$ cat src/rtl/uart_tx_arbiter_if.sv
// uart_tx_arbiter_if
// Bundles the client request/acknowledge bus and the transmitter control
// lines seen by the round-robin UART transmit arbiter.
// master: the arbiter itself (drives grants and transmitter controls).
// slave:  the surrounding logic (clients plus the transmitter busy flag).
interface uart_tx_arbiter_if #(
    parameter int NREQ = 4
);
    logic              arb_en;
    logic [NREQ-1:0]   req;
    logic [8*NREQ-1:0] req_data;
    logic [NREQ-1:0]   ack;
    logic [2:0]        grant_id;
    logic              busy;
    logic              tx_err;
    logic [7:0]        Tx_DATA;
    logic              Tx_WR;
    logic              Tx_EN;
    logic              Tx_BUSY;

    modport master (
        input  arb_en, req, req_data, Tx_BUSY,
        output ack, grant_id, busy, tx_err, Tx_DATA, Tx_WR, Tx_EN
    );

    modport slave (
        output arb_en, req, req_data, Tx_BUSY,
        input  ack, grant_id, busy, tx_err, Tx_DATA, Tx_WR, Tx_EN
    );
endinterface

$ cat src/rtl/uart_tx_arbiter.sv
// uart_tx_arbiter
// Round-robin scheduler sharing the single UART transmitter between NREQ
// byte producers. One byte is accepted per transfer; the arbiter then
// follows the transmitter busy flag through its rise and fall before the
// next requester may be granted.
// Optional feature macro: UART_ARB_TIMEOUT_EN adds a watchdog that gives up
// on a transmitter whose busy flag never rises within TIMEOUT cycles.
module uart_tx_arbiter #(
    parameter int NREQ    = 4,
    parameter int TIMEOUT = 16
) (
    input logic               clk,
    input logic               reset,
    uart_tx_arbiter_if.master bus
);

    typedef enum logic [1:0] {
        IDLE    = 2'd0,
        WR      = 2'd1,
        WAIT_HI = 2'd2,
        WAIT_LO = 2'd3
    } state_t;

    localparam logic [2:0] LAST_ID = 3'(NREQ - 1);
    localparam logic [3:0] NREQ_W  = 4'(NREQ);

    state_t            state;
    state_t            state_nxt;
    logic [2:0]        ptr;
    logic [2:0]        grant_q;
    logic [7:0]        data_q;
    logic              tx_en_q;
    logic              grant_fire;
    logic              release_slot;
    logic [2*NREQ-1:0] req_twice;
    logic [NREQ-1:0]   req_rot;
    logic [3:0]        cand;
    logic              win_found;
    logic [2:0]        win_id;
    logic [7:0]        win_data;

`ifdef UART_ARB_TIMEOUT_EN
    localparam int             CNT_W    = $clog2(TIMEOUT + 1);
    localparam logic [CNT_W-1:0] CNT_LAST = CNT_W'(TIMEOUT - 1);

    logic [CNT_W-1:0] hi_cnt;
    logic             timeout_hit;
    logic             tx_err_q;
`endif

    // Rotate the request vector so ptr sits at bit 0, take the lowest set bit,
    // then map it back to an absolute requester index modulo NREQ
    always_comb begin
        req_twice = {bus.req, bus.req};
        req_rot   = NREQ'(req_twice >> ptr);
        win_found = 1'b0;
        win_id    = 3'd0;
        cand      = 4'd0;
        for (int k = 0; k < NREQ; k++) begin
            if (!win_found && req_rot[k]) begin
                win_found = 1'b1;
                cand      = {1'b0, ptr} + 4'(k);
                if (cand >= NREQ_W) begin
                    cand = cand - NREQ_W;
                end
                win_id = cand[2:0];
            end
        end
    end

    // Pull the winner's byte out of the flattened request data bus
    always_comb begin
        win_data = 8'd0;
        for (int i = 0; i < NREQ; i++) begin
            if (win_id == 3'(i)) begin
                win_data = bus.req_data[8*i +: 8];
            end
        end
    end

    // Next-state logic: grant from IDLE, strobe in WR, then follow Tx_BUSY up and down
    always_comb begin
        state_nxt    = state;
        grant_fire   = 1'b0;
        release_slot = 1'b0;
`ifdef UART_ARB_TIMEOUT_EN
        timeout_hit  = 1'b0;
`endif
        case (state)
            IDLE: begin
                if (bus.arb_en && win_found && !bus.Tx_BUSY) begin
                    state_nxt  = WR;
                    grant_fire = 1'b1;
                end
            end
            WR: begin
                state_nxt = WAIT_HI;
            end
            WAIT_HI: begin
                if (bus.Tx_BUSY) begin
                    state_nxt = WAIT_LO;
                end
`ifdef UART_ARB_TIMEOUT_EN
                else if (hi_cnt == CNT_LAST) begin
                    state_nxt    = IDLE;
                    release_slot = 1'b1;
                    timeout_hit  = 1'b1;
                end
`endif
            end
            WAIT_LO: begin
                if (!bus.Tx_BUSY) begin
                    state_nxt    = IDLE;
                    release_slot = 1'b1;
                end
            end
            default: begin
                state_nxt = IDLE;
            end
        endcase
    end

    // State, round-robin pointer and the registered transmitter-facing outputs
    always_ff @(posedge clk) begin
        if (!reset) begin
            state   <= IDLE;
            ptr     <= 3'd0;
            grant_q <= 3'd0;
            data_q  <= 8'd0;
            tx_en_q <= 1'b0;
        end else begin
            state   <= state_nxt;
            tx_en_q <= bus.arb_en | (state_nxt != IDLE);
            if (grant_fire) begin
                data_q  <= win_data;
                grant_q <= win_id;
            end
            if (release_slot) begin
                ptr <= (grant_q == LAST_ID) ? 3'd0 : grant_q + 3'd1;
            end
        end
    end

`ifdef UART_ARB_TIMEOUT_EN
    // Watchdog: count cycles spent waiting for Tx_BUSY to rise and flag a give-up
    always_ff @(posedge clk) begin
        if (!reset) begin
            hi_cnt   <= '0;
            tx_err_q <= 1'b0;
        end else begin
            tx_err_q <= timeout_hit;
            if (state == WR) begin
                hi_cnt <= '0;
            end else if (state == WAIT_HI) begin
                hi_cnt <= hi_cnt + CNT_W'(1);
            end
        end
    end

    assign bus.tx_err = tx_err_q;
`else
    assign bus.tx_err = 1'b0;
`endif

    for (genvar i = 0; i < NREQ; i++) begin : g_ack
        assign bus.ack[i] = (state == WR) && (grant_q == 3'(i));
    end

    assign bus.Tx_WR    = (state == WR);
    assign bus.Tx_DATA  = data_q;
    assign bus.Tx_EN    = tx_en_q;
    assign bus.grant_id = grant_q;
    assign bus.busy     = (state != IDLE);

endmodule

$ cat src/flat_wrapper.sv
// flat-port wrapper written by rule: the top's interface ports become plain ports
module uart_tx_arbiter_flat 
#(
    parameter int NREQ    = 4,
    parameter int TIMEOUT = 16
)
  (clk, reset, bus_arb_en, bus_req, bus_req_data, bus_Tx_BUSY, bus_ack, bus_grant_id, bus_busy, bus_tx_err, bus_Tx_DATA, bus_Tx_WR, bus_Tx_EN);
  uart_tx_arbiter_if #(.NREQ(NREQ)) bus_i ();
  input logic clk;
  input logic reset;
  input wire logic [$bits(bus_i.arb_en)-1:0] bus_arb_en;
  input wire logic [$bits(bus_i.req)-1:0] bus_req;
  input wire logic [$bits(bus_i.req_data)-1:0] bus_req_data;
  input wire logic [$bits(bus_i.Tx_BUSY)-1:0] bus_Tx_BUSY;
  output wire logic [$bits(bus_i.ack)-1:0] bus_ack;
  output wire logic [$bits(bus_i.grant_id)-1:0] bus_grant_id;
  output wire logic [$bits(bus_i.busy)-1:0] bus_busy;
  output wire logic [$bits(bus_i.tx_err)-1:0] bus_tx_err;
  output wire logic [$bits(bus_i.Tx_DATA)-1:0] bus_Tx_DATA;
  output wire logic [$bits(bus_i.Tx_WR)-1:0] bus_Tx_WR;
  output wire logic [$bits(bus_i.Tx_EN)-1:0] bus_Tx_EN;
  assign bus_i.arb_en = bus_arb_en;
  assign bus_i.req = bus_req;
  assign bus_i.req_data = bus_req_data;
  assign bus_i.Tx_BUSY = bus_Tx_BUSY;
  assign bus_ack = bus_i.ack;
  assign bus_grant_id = bus_i.grant_id;
  assign bus_busy = bus_i.busy;
  assign bus_tx_err = bus_i.tx_err;
  assign bus_Tx_DATA = bus_i.Tx_DATA;
  assign bus_Tx_WR = bus_i.Tx_WR;
  assign bus_Tx_EN = bus_i.Tx_EN;
  uart_tx_arbiter #(.NREQ(NREQ), .TIMEOUT(TIMEOUT)) u_core (.clk(clk), .reset(reset), .bus(bus_i));
endmodule
$ cat config.mk
export PLATFORM = sky130hd
export DESIGN_NAME = uart_tx_arbiter_flat
export DESIGN_NICKNAME = d
export VERILOG_FILES = /design/src/rtl/uart_tx_arbiter_if.sv /design/src/rtl/uart_tx_arbiter.sv /design/src/flat_wrapper.sv
export SDC_FILE = /design/constraint.sdc
export NUM_CORES = 1
export LEC_CHECK = 0
export BUFFER_PORTS_ARGS = -buffer_cell sky130_fd_sc_hd__buf_2
export CAP_MARGIN = 30
export CORE_ASPECT_RATIO = 0.75
export CORE_MARGIN = 3
export CORE_UTILIZATION = 47
export DETAILED_ROUTE_END_ITERATION = 10
export GPL_TIMING_DRIVEN = 0
export PLACE_DENSITY = 0.75
export RECOVER_POWER = 50
export SLEW_MARGIN = 10
export SYNTH_ARGS = -nofsm -noshare
export SYNTH_HDL_FRONTEND = slang
export SYNTH_SLANG_ARGS = --single-unit
$ cat constraint.sdc
create_clock -name clk -period 3.78 [get_ports clk]
set_input_delay 0.189 -clock clk [delete_from_list [all_inputs] [get_ports clk]]
set_output_delay 0.189 -clock clk [all_outputs]
set_load 0.01 [all_outputs]
# After elaboration in Yosys (flattened, before gate mapping)
# Index checks and enable logic that the tools add are counted.
[totals] ff_bits=17 word_cells=71 output_inout_bits=19 in_bits=40
[op_classes] mux=25 n_eq_ne=9 n_addsub=8 n_shift=1 n_lt_le_gt_ge=4 reduce_logical=18 n_bitwise=1
[ops] op="8-bit two-way mux" count=4
[ops] op="3-bit two-way mux" count=9
[ops] op="3-bit by 2-bit == test with 1-bit output, second input constant" count=4
[ops] op="4-bit by 3-bit >= comparator with 1-bit output, second input constant" count=3
[ops] op="3-bit subtractor, second input constant" count=4
[ops] op="1-bit logical AND" count=9
[ops] op="3-bit by 2-bit adder with 4-bit output, second input constant" count=2
[ops] op="1-bit two-way mux" count=8
[ops] op="2-bit one-hot mux with 4 select lines" count=1
[ops] op="8-bit by 3-bit >> shifter with 4-bit output" count=1
[ops] op="3-bit by 1-bit == test with 1-bit output, second input constant" count=2
[ops] op="3-bit zero test" count=2
[ops] op="2-bit two-way mux" count=3
[ops] op="3-bit by 1-bit adder with 4-bit output, second input constant" count=1
[ops] op="2-bit == test, second input constant" count=2
[ops] op="1-bit zero test" count=4
[ops] op="2-bit nonzero test" count=2
[ops] op="3-bit by 1-bit adder with 3-bit output, second input constant" count=1
[ops] op="3-bit >= comparator, second input constant" count=1
[ops] op="2-bit by 1-bit == test with 1-bit output, second input constant" count=1
[ops] op="2-bit zero test" count=1
[ops] op="1-bit OR" count=1

# Depth between registers and ports, before layout
[depth] depth_word=17 mapped_depth=9 mapped_depth_nobuf=6

# Least setup slack after synthesis
# OpenSTA, ideal clock, no wires.
[synth_timing] path_kind="reg2reg" start="register u_core.ptr[0]" end="register u_core.data_q[0], in the netlist u_core.bus.Tx_DATA[0]" n_path_buf=3 arrival_time_ns=1.776 stages_incl_launch_ff=10 setup_slack_ns=1.931 synth_period_minus_slack_ns=1.849 required_time_ns=3.707 cell_sequence="dfxtp_1 buf_6 buf_2 inv_1 ha_1 a311oi_1 o21bai_2 buf_6 a211o_1 o211ai_2"
[synth_via] elab_chain_cells=16
[synth_lines] element="start: declaration" line="uart_tx_arbiter.sv:29" rtl="logic [2:0] ptr;"
[synth_lines] element="start signal: assignment" line="uart_tx_arbiter.sv:139" rtl="ptr <= (grant_q == LAST_ID) ? 3'd0 : grant_q + 3'd1;"
[synth_lines] element="parallel branches: the longest is 16 deep, another holds 3-bit by 1-bit adder with 4-bit output"
[synth_lines] element="end signal: assignment" line="uart_tx_arbiter.sv:135" rtl="data_q <= win_data;"
[synth_lines] element="end: declaration" line="uart_tx_arbiter.sv:31" rtl="logic [7:0] data_q;"
# Parallel ways; which one is timed is not known.
# A chain may end at the register's enable or synchronous reset.

# Final worst setup path
[layout_timing] start="register u_core.ptr[0]" end="register u_core.data_q[6], in the netlist u_core.bus.Tx_DATA[6]"
# Same word-level chain as after synthesis.

==> qor.yml <==
status: "complete, no violations"
wl_per_cell_microns: 15.4
final_layout_size_suffix_gt1_frac: 0.326
grt_overflow: 0
drv_cap: 0
clk_pin_slew_ns: 0.07
dr.pass1.iters: 4
row_count: 16
antenna_found_initial: 0
die_y_microns: 54.3
ys.flop_type: "dfxtp_1"
path_cells: "buf_6 > mux2i_2 > mux2i_1 > a31oi_1 > nand2_1 > mux2i_1 > o211ai_2"
p_total_w: 0.000458
syn_nets: 214
port_buffers: 54
wirelength_mm: 4.04
drc: 0
worstHoldStart: "bus_arb_en"
grt_max_degree: 11
ioPinCount: 59
rsz0062_at_grt: "false"
grt_usage: 0.211
cp-start-kind: "flip-flop"
multiInputGateArea_sq_um: 1030
cts_hold_buf: 0
n_antenna_cell: 0
cp_num_buf_inv: 1
p_leak_nw: 0.799
r2r-start: "u_core.ptr[0]$_SDFFE_PN0P_"
final-hold-violation-count: 0
critPathArrivalTime_ns: 2.29
vias_per_cell: 5.81
synth-edff-count: 0
cts_buffer_depth: 2
ant_nets: 0
fin_crit_sh: 0.566
grt_pass1_vias: 1427
seq_area_sq_um: 340
synth_seq_cells: 17
cp.required_ns: 3.93
yosysWarnings: 0
fin_skew_ns: 0.00371
die_w_microns: 70.4
synth.distinct_cells: 50
final_nets: 273
drt_iter0_drc: 45
start_util: 0.526
dpl.hpwl_mm: 3.15
clock-sinks: 17
cp_max_fo: 9
synth.most_common_cell: "dfxtp_1"
cts_tree: "built"
insertion_delay_ns: 0.26
vias: 1529
finalSetupViolations: 0
core_sq_um: 2780
synth_area_leaders: "dfxtp_1, mux2i_1, o211ai_2, ha_1, a211o_1"
fillers: 243
max_stage_delay_ns: 0.39
syn_area_sq_um: 1460
cpMostUsedCell: "mux2i_1"
htree_levels: 1
postSynthCellCount: 169
synth_area_per_cell_sq_um: 8.65
synth_top_cell_area_share: 0.233
vdd.ir_drop.worst_mv: 0.133
min_path_type: "in2reg"
async_flop_share: 0
gp_congestion: 0.797
power.density_nw_per_um2: 253
numCtsBuffers: 3
slew_viol_final: 0
max_freq_ghz: 0.468
worstSetupStartpoint: "u_core.ptr[0]$_SDFFE_PN0P_"
whs_ns: 0.195
area_growth_pct: 23.5
worstSetupEndpointType: "flip-flop"
synth_commonest_cells: "dfxtp_1, nand2_1, mux2i_1"
cts_resized: 0
tns_ns: 0
finish.utilization: 0.649
path_class: "reg2reg"
post_cts_buffers: 0
die_area_sq_um: 3820
min_period_ns: 2.14
grt_pass1_wl_mm: 6.40
path_delay_family: "multiplexers"
slowest_stage: "nand2_1"
ys_seq_area_frac: 0.233
clockRootBuffer: "clkbuf_8"
synth_top_area_cell: "dfxtp_1"
==> power breakdown <==
part	leakage, nW	total (W)	switching [W]	internal [W]
logic	0.638	0.000120	0.0000659	0.0000544
clock network	0.0228	0.000144	0.0000685	0.0000750
registers	0.138	0.000194	0.00000592	0.000188
total	0.799	0.000458	0.000140	0.000317
==> state kept, by name, summed over array words and instances, names as in the netlist <==
name                 count
u_core.bus.Tx_EN         1
u_core.bus.Tx_DATA       8
u_core.bus.grant_id      3
u_core.state             2
u_core.ptr               3
==> placed cells by master (no fill, tap or decap), types with 3 or more instances in the layout <==
cell,instances
buf_2,46
nor2b_1,9
nand3b_1,4
clkbuf_8,3
clkbuf_1,15
mux2i_1,11
nor2_1,8
nand3_1,7
dfxtp_1,17
and2_1,8
inv_1,6
buf_4,3
a211o_1,7
o211ai_2,7
a21oi_1,7
o21ai_0,9
nand2_1,12
nand2b_1,3
ha_1,5
==> stage by stage <==
stage | area [sq um] | instances | setup slack, ns
2_1_floorplan | 1460 | 169 | 1.93
3_3_place_gp | 1780 | 259 | 1.73
3_5_place_dp | 1780 | 259 | 1.63
4_1_cts | 1820 | 263 | 1.63
5_1_grt | 1810 | 263 | 1.48
6_report | 1810 | 263 | 1.64
==> final cells by class <==
class                           instances  share of cell area
Timing Repair Buffer                   54               0.141
Inverter                                6              0.0125
Tap cell                               36              0.0249
Clock buffer                            4              0.0249
Sequential cell                        17               0.188
Buffer                                 11              0.0409
Multi-Input combinational cell        135               0.568
==> routing by layer <==
metal / vias up / part of all wire / GRT usage
met1: 709 / 0.45 / 0.276
met3: 6 / 0.084 / 0.0550
li1: 739 / - / -
met2: 75 / 0.46 / 0.348
met5: - / 0 / 0
met4: 0 / 0.0072 / 0.0605
==> logic make-up after synthesis <==
family | Yosys count | share of synthesized area
AOI/OAI and AO/OA | 52 | 0.311
adders and majority gates | 5 | 0.0428
buffers and inverters | 17 | 0.0659
DFF | 17 | 0.233
muxes | 13 | 0.0950
other | 1 | 0.00256
and+or+nand+nor | 64 | 0.250
==> tightest hold or removal path, delay by kind of cell <==
family,cells,cell delay [ns]
and+or+nand+nor,1,0.10
AOI/OAI and AO/OA,1,0.04
buffers and inverters,1,0.09
==> worst paths after layout <==
check	endpoint	slack, ns	cells after the start
worst min-delay path	u_core.bus.Tx_EN$_SDFF_PN0_	0.20	3
worst max-delay path	u_core.bus.Tx_DATA[6]$_SDFFE_PN0P_	1.64	7
worst min register to register	u_core.bus.Tx_DATA[7]$_SDFFE_PN0P_	0.47	2
worst max register to register	u_core.bus.Tx_DATA[6]$_SDFFE_PN0P_	1.64	7
Note: power is estimated with default switching activity, not from simulation.
